`config.mk`:
```
export PLATFORM = sky130hd
export DESIGN_NAME = wall_clock
export DESIGN_NICKNAME = d
export VERILOG_FILES = /design/src/rtl/wall_clock.sv
export SDC_FILE = /design/constraint.sdc
export NUM_CORES = 1
export LEC_CHECK = 0
export BUFFER_PORTS_ARGS = -buffer_cell sky130_fd_sc_hd__buf_2
export CORE_ASPECT_RATIO = 0.9
export CORE_MARGIN = 4
export CORE_UTILIZATION = 50
export DETAILED_ROUTE_END_ITERATION = 8
export GPL_TIMING_DRIVEN = 1
export PLACE_DENSITY = 0.7
export SYNTH_ARGS = -nofsm -noshare
export SYNTH_HDL_FRONTEND = slang
export SYNTH_SLANG_ARGS = --single-unit
```
`constraint.sdc`:
```
create_clock -name clk_i -period 2.4 [get_ports clk_i]
set_input_delay 0.36 -clock clk_i [delete_from_list [all_inputs] [get_ports clk_i]]
set_output_delay 0.36 -clock clk_i [all_outputs]
set_load 0.02 [all_outputs]
```
`src/rtl/wall_clock.sv`:
```
// Free-running prescaled cycle counter with a level-gated timestamp capture register.
// Optional build macro WALL_CLOCK_SATURATE_EN: the counter saturates at all-ones instead of wrapping.
module wall_clock #(
    parameter int SIZE     = 32,
    parameter int TICK_DIV = 1
) (
    input  logic            clk_i,
    input  logic            reset_i,
    input  logic            is_active_i,
    output logic [SIZE-1:0] timestamp_o,
    output logic            timestamp_valid_o,
    output logic            counter_wrap_o
);

    localparam logic [15:0]     PRESC_LAST = 16'(TICK_DIV - 1);
    localparam logic [SIZE-1:0] CNT_MAX    = {SIZE{1'b1}};
    localparam logic [SIZE-1:0] CNT_ONE    = SIZE'(1'b1);
    localparam logic [SIZE-1:0] CNT_PEN    = CNT_MAX - CNT_ONE;

    logic [15:0]     presc_q, presc_d;
    logic [SIZE-1:0] cnt_q, cnt_d;
    logic [SIZE-1:0] ts_q, ts_d;
    logic            valid_q, valid_d;
    logic            wrap_q, wrap_d;
    logic            tick_s;

    // Prescaler, counter and capture next-state logic
    always_comb begin
        presc_d = presc_q;
        cnt_d   = cnt_q;
        ts_d    = ts_q;
        valid_d = 1'b0;
        wrap_d  = 1'b0;
        tick_s  = (presc_q == PRESC_LAST);

        if (tick_s) begin
            presc_d = 16'd0;
        end else begin
            presc_d = presc_q + 16'd1;
        end

`ifdef WALL_CLOCK_SATURATE_EN
        // Pulse only on the tick that lands on all-ones; afterwards the count is frozen
        if (tick_s && (cnt_q != CNT_MAX)) begin
            cnt_d  = cnt_q + CNT_ONE;
            wrap_d = (cnt_q == CNT_PEN);
        end else begin
            cnt_d  = cnt_q;
            wrap_d = 1'b0;
        end
`else
        if (tick_s) begin
            cnt_d  = cnt_q + CNT_ONE;
            wrap_d = (cnt_q == CNT_MAX);
        end else begin
            cnt_d  = cnt_q;
            wrap_d = 1'b0;
        end
`endif

        // Capture the pre-increment count so a capture at edge k reports k-1
        if (is_active_i) begin
            ts_d    = cnt_q;
            valid_d = 1'b1;
        end else begin
            ts_d    = ts_q;
            valid_d = 1'b0;
        end
    end

    // State registers with synchronous reset dominating all inputs
    always_ff @(posedge clk_i) begin
        if (reset_i) begin
            presc_q <= 16'd0;
            cnt_q   <= '0;
            ts_q    <= '0;
            valid_q <= 1'b0;
            wrap_q  <= 1'b0;
        end else begin
            presc_q <= presc_d;
            cnt_q   <= cnt_d;
            ts_q    <= ts_d;
            valid_q <= valid_d;
            wrap_q  <= wrap_d;
        end
    end

    assign timestamp_o       = ts_q;
    assign timestamp_valid_o = valid_q;
    assign counter_wrap_o    = wrap_q;

endmodule

```
==> results of run 1 <==
cells by family after synthesis:
family | count (synthesis)
AND/OR/NAND/NOR | 170
flip-flops | 82
XOR/XNOR | 34
multiplexers | 32
buffers and inverters | 24
AO/OA/AOI/OAI | 23
adder cells (fa/ha/maj) | 3
power groups by stage:
stage | sequential [mW] | combinational (mW) | clock, mW
2_1_floorplan | 1.41 | 0.0483 | 0
3_3_place_gp | 1.41 | 0.0642 | 0
3_5_place_dp | 1.41 | 0.0645 | 0
4_1_cts | 1.38 | 0.0647 | 1.15
5_1_grt | 1.38 | 0.0705 | 1.20
6_report | 1.38 | 0.0637 | 1.11
cell usage in the layout, fill, tap and decap left out, types with 4 or more instances in the layout:
cell	n
nor3_1	7
mux2i_1	32
inv_1	7
nor2_1	72
and3_1	4
and4_1	6
nand2_1	14
clkbuf_8	9
dfxtp_1	82
a21oi_1	12
nand3_1	17
o21ai_0	11
nand4_1	13
buf_2	36
buf_4	4
xnor2_1	20
nor4_1	7
xor2_1	14
or3_1	11
area by class of cell:
class | count | area, µm²
clock buffer | 9 | 123.9
clock inverter | 7 | 101.3
fill | 601 | 2700
inverter | 7 | 26.28
multi-input combinational | 262 | 1705
sequential | 82 | 1642
tap | 90 | 112.6
timing repair buffer | 40 | 210.2
layer usage:
metal | wire, µm | global-route usage, % | up-vias
li1 | - | - | 1341
met1 | 3076 | 21.78 | 1191
met2 | 2890 | 27.27 | 41
met3 | 332 | 6.510 | 8
met4 | 78 | 6.072 | 0
met5 | 0 | 0 | -
flip-flops by register name, summed over array words and instances, names as in the netlist:
signal	cells
cnt_q	32
timestamp_o	32
presc_q	16
counter_wrap_o	1
timestamp_valid_o	1
worst register-to-register path: cells and delay by family (launching register included):
family / cells / cell delay (ns)
and+or+nand+nor: 4 / 1.20
AOI/OAI and AO/OA: 1 / 0.14
buffers and inverters: 1 / 0.06
adders and majority gates: 1 / 0.13
DFF: 1 / 0.34
metrics by stage:
stage | utilization (%) | hold WS, ns | setup slack (ns) | instance area (µm²)
floorplan | - | 0.4255 | 0.6289 | 3446
global placement | 55.82 | 0.4385 | 0.5128 | 3696
detailed placement | 55.82 | 0.4511 | 0.4572 | 3696
CTS | 59.22 | 0.4741 | 0.4440 | 3921
global route | 59.22 | 0.5078 | 0.2658 | 3921
finish | 59.22 | 0.4735 | 0.4620 | 3921
worst min-delay path by stage:
stage	from	end	slack (ns)	cells past startpoint
floorplan	presc_q[0]$_SDFF_PP0_	presc_q[0]$_SDFF_PP0_	0.43	1
global placement	presc_q[0]$_SDFF_PP0_	presc_q[0]$_SDFF_PP0_	0.44	1
detailed placement	presc_q[0]$_SDFF_PP0_	presc_q[0]$_SDFF_PP0_	0.45	1
CTS	presc_q[0]$_SDFF_PP0_	presc_q[0]$_SDFF_PP0_	0.47	1
global route	timestamp_o[2]$_SDFFE_PP0P_	timestamp_o[2]$_SDFFE_PP0P_	0.51	2
finish	presc_q[0]$_SDFF_PP0_	presc_q[0]$_SDFF_PP0_	0.47	1
==> impl_metrics.toml, run 1 <==
[synth]
synth-edff-count = 0
ys.warnings.count = 0
synth-seq-cells = 82
yosysUniqueCellTypes = 33
synth.top_cell.area_share_pct = 47.64
synth_cells = 368
syn_nets = 374
yosysTopAreaCell = "dfxtp_1"
ys_seq_area_share_pct = 47.64
mappedNetlistArea_mm2 = 0.003446
avgSynthCellArea_um2 = 9.364
muxShareOfSynthArea_pct = 9.296
synth_adder_area_share_pct = 1.089
synth_top_family_by_area = "simple AND/OR/NAND/NOR gates"
synthArstFlopShare_pct = 0
synth_commonest_cells = "dfxtp_1, nor2_1, mux2i_1, xnor2_1, nand3_1"
synth_compound_area_share_pct = 3.341
synthSimpleGateAreaFrac_pct = 27.12
synth.area.top_cells = "dfxtp_1, mux2i_1, nor2_1"
synth_xor_area_share_pct = 8.642
yosysMostFrequentCell = "dfxtp_1"
synthFlopType = "dfxtp_1"

[clocking]
cts-resized-gates = 0
cts_sinks = 82
ctsHoldBuffers = 0
postCtsSetupBuffers = 0
clk-insertion-delay-late_ns = 0.36
cts.path.max_buffers = 2
htree_levels = 3
numCtsBuffers = 9
clockRootBuffer = "clkbuf_8"
clkTransAtPathRegs_ns = 0.09
cts_tree = "built"

[floorplanning]
rows = 28
core_region_area_mm2 = 0.006621
die_area_mm2 = 0.008286
die_y_um = 86.76
pin_count = 37
start_util_pct = 52.04
fp.dieW_um = 95.51

[setup_path]
cp-end-kind = "register"
crit_chain = "inv_1 -> ha_1 -> nor4b_4 -> and4_1 -> nand4_4 -> or3_1 -> a21oi_1"
path_class = "reg2reg"
r2r_cells = 7
ff2ff_setup_slack_ns = 0.46
cp.arrival_ns = 2.23
crit_fanout = 9
cp_slowest_stage_delay_ns = 0.38
critPathLaunchType = "register"
cp_num_buf_inv = 1
worstPathRequired_ns = 2.69
crit_slowest_cell = "and4_1"
crit_family = "simple AND/OR/NAND/NOR gates"
crit-reg2reg-launch = "presc_q[0]$_SDFF_PP0_"
cp.depth = 7
r2r_end = "cnt_q[28]$_SDFFE_PP0N_"
crit_path_start = "presc_q[0]$_SDFF_PP0_"
endpoint = "cnt_q[28]$_SDFFE_PP0N_"

[detailed_routing]
vias = 2581
drt-initial-drc-count = 87
routed_wl_um = 6377
drtPass1Iterations = 4
ant_nets = 0
wl_per_cell_um = 12.83
viasPerCell = 5.193
drc_errors = 0

[layout]
fin_cells = 497
drive_gt1_share_pct = 16.95
area_growth_pct = 13.80
final_nets = 408
antenna-diode-count = 0

[placed_design]
dp_cells = 481
hpwl_um = 4359
portBuffers = 36
gp_congestion = 0.7505

[status]
status = "finished, final reports clean"

[sta]
tightest_slew_ns = 0.6626
finalMaxSlewViolations = 0
fmax_mhz = 516.0
tns_ns = 0
final-hold-violation-count = 0
post-route-period-util_pct = 80.75
fin_skew_ns = 0.01149
min_period_ns = 1.938
rsz0062_at_grt = "no"
setup_viol = 0
slew_headroom_pct = 55.83

[power]
irDropWorstVdd_uv = 458.7
p_int_mw = 1.983
comb_power_share_pct = 2.5
power_frac_clock_pct = 43.5
power.leakage_nw = 1.523
p_switching_mw = 0.5658
power_mw = 2.549
pwr-share-seq_pct = 54.0
p_per_area_mw_per_mm2 = 650.1
switching_share_pct = 22.19

[global_routing]
grt_antenna_before_repair = 0
grt_pass1_wl_um = 11260
grt_max_degree = 67
gr-total-overflow = 0
grt_pass1_vias = 2485
grt.total_usage_pct = 17.32

[hold_path]
hp-class = "reg2reg"

[flow_run]
cap_viol_max_count = 0
Note: power is estimated with default switching activity, not from simulation.
==> inputs of run 2 (changes only) <==
clock period = 2 ns   (was 2.4 ns; I/O delays follow)
==> impl_metrics.toml, run 2 (synthesized netlist as in run 1, its figures left out) <==
[placed_design]
placed_area_mm2 = 0.003776
hpwl_um = 4617
portBuffers = 36
gp_congestion = 0.7704

[floorplanning]
start_util_pct = 52.04
die_area_mm2 = 0.008286
core_region_area_mm2 = 0.006621
fp.dieW_um = 95.51
die_y_um = 86.76
rows = 28
pin_count = 37

[detailed_routing]
ant_nets = 0
routed_wl_um = 6518
vias = 2641
drc_errors = 0
drtPass1Iterations = 4
wl_per_cell_um = 12.83
drt-initial-drc-count = 73
viasPerCell = 5.199

[layout]
fin_util_pct = 61.02
final_nets = 419
antenna-diode-count = 0
fin_area_mm2 = 0.004040
layout_commonest_cell = "dfxtp_1"
drive_gt1_share_pct = 20.81
final_cell_mix = "dfxtp_1, nor2_1, buf_2"
fillerInstances = 573
area_growth_pct = 17.25

[power]
irDropWorstVdd_uv = 694.9
p_per_area_mw_per_mm2 = 727.0
power.leakage_nw = 1.584

[global_routing]
grt.total_usage_pct = 17.06
grt_pass1_vias = 2495
grt_antenna_before_repair = 0
grt_pass1_wl_um = 11340
grt_max_degree = 28
gr-total-overflow = 0

[sta]
finalMaxSlewViolations = 0
fin_skew_ns = 0.009011
setup_viol = 0
slew_headroom_pct = 65.82
min_period_ns = 1.866
final-hold-violation-count = 0
fmax_mhz = 535.8
post-route-period-util_pct = 93.32
tns_ns = 0
rsz0062_at_grt = "no"
tightest_slew_ns = 0.5127

[clocking]
clkTransAtPathRegs_ns = 0.09
numCtsBuffers = 9
cts_tree = "built"
clockRootBuffer = "clkbuf_8"
cts.path.max_buffers = 2
htree_levels = 3
ctsHoldBuffers = 0
clk-insertion-delay-late_ns = 0.35
cts_sinks = 82

[setup_path]
cp.arrival_ns = 2.15
cp-end-kind = "register"
worstPathRequired_ns = 2.29
critPathLaunchType = "register"
path_class = "reg2reg"
ff2ff_setup_slack_ns = 0.13
crit_fanout = 9

[status]
status = "finished, final reports clean"

[flow_run]
cap_viol_max_count = 0

[hold_path]
hp-class = "in2reg"
-- run 2: cell types whose count changed in the layout (fill, tap and decap cells not counted), sizes merged --
cell	previous run	this run
clkinv	1	4
clkinvlp	2	1
buf	40	51
inv	9	8
bufinv	2	1
-- run 2: path summary, 6_finish.rpt --
path | start | end | depth (start not counted)
min reg2reg | timestamp_o[19]$_SDFFE_PP0P_ | timestamp_o[19]$_SDFFE_PP0P_ | 2
max | presc_q[8]$_SDFF_PP0_ | cnt_q[30]$_SDFFE_PP0N_ | 5
max reg2reg | presc_q[8]$_SDFF_PP0_ | cnt_q[30]$_SDFFE_PP0N_ | 5
min | reset_i | cnt_q[4]$_SDFFE_PP0N_ | 2
-- run 2: through the flow --
stage / setup slack, ns / instances / hold slack [ns] / power [mW]
4_1_cts: 0.02784 / 506 / 0.3908 / 2.973
6_report: 0.1336 / 508 / 0.3993 / 2.937
5_1_grt: 0.01434 / 508 / 0.4274 / 3.047
3_5_place_dp: 0.04719 / 490 / 0.4519 / 1.779
3_3_place_gp: 0.1228 / 490 / 0.4383 / 1.778
2_1_floorplan: 0.2289 / 368 / 0.4255 / 1.749
-- run 2: area by class of cell --
cell class                 count  area, µm²  area share (%)
inverter                       7      26.28          0.6504
clock buffer                   9      123.9           3.066
sequential                    82       1642           40.63
clock inverter                 7      77.57           1.920
multi-input combinational    262       1753           43.39
tap                           90      112.6           2.787
timing repair buffer          51      305.3           7.557
-- run 2: routing by layer --
metal | routed length, µm | up-vias | global-route usage [%]
met5 | 0 | - | 0
met1 | 3178 | 1227 | 22.42
li1 | - | 1360 | -
met4 | 67 | 0 | 5.943
met2 | 3003 | 49 | 27.34
met3 | 268 | 5 | 4.253
-- run 2: worst max-delay path, cell delays in order (launching register included) --
cell     delay (ns)
dfxtp_1        0.38
nor4_4         0.41
and4_4         0.33
nand4_4        0.16
or3_1          0.38
a21oi_1        0.14
-- run 2: what timing repair did --
item | CTS | global route
endpoints found under the setup margin | 0 | 17
buffers inserted | 0 | 2
resized for setup | 0 | 9
-- run 2: where the power goes --
group	internal, mW	switching (mW)
Combinational	0.0366	0.0584
Sequential	1.64	0.00419
Clock	0.585	0.613
Total	2.26	0.676
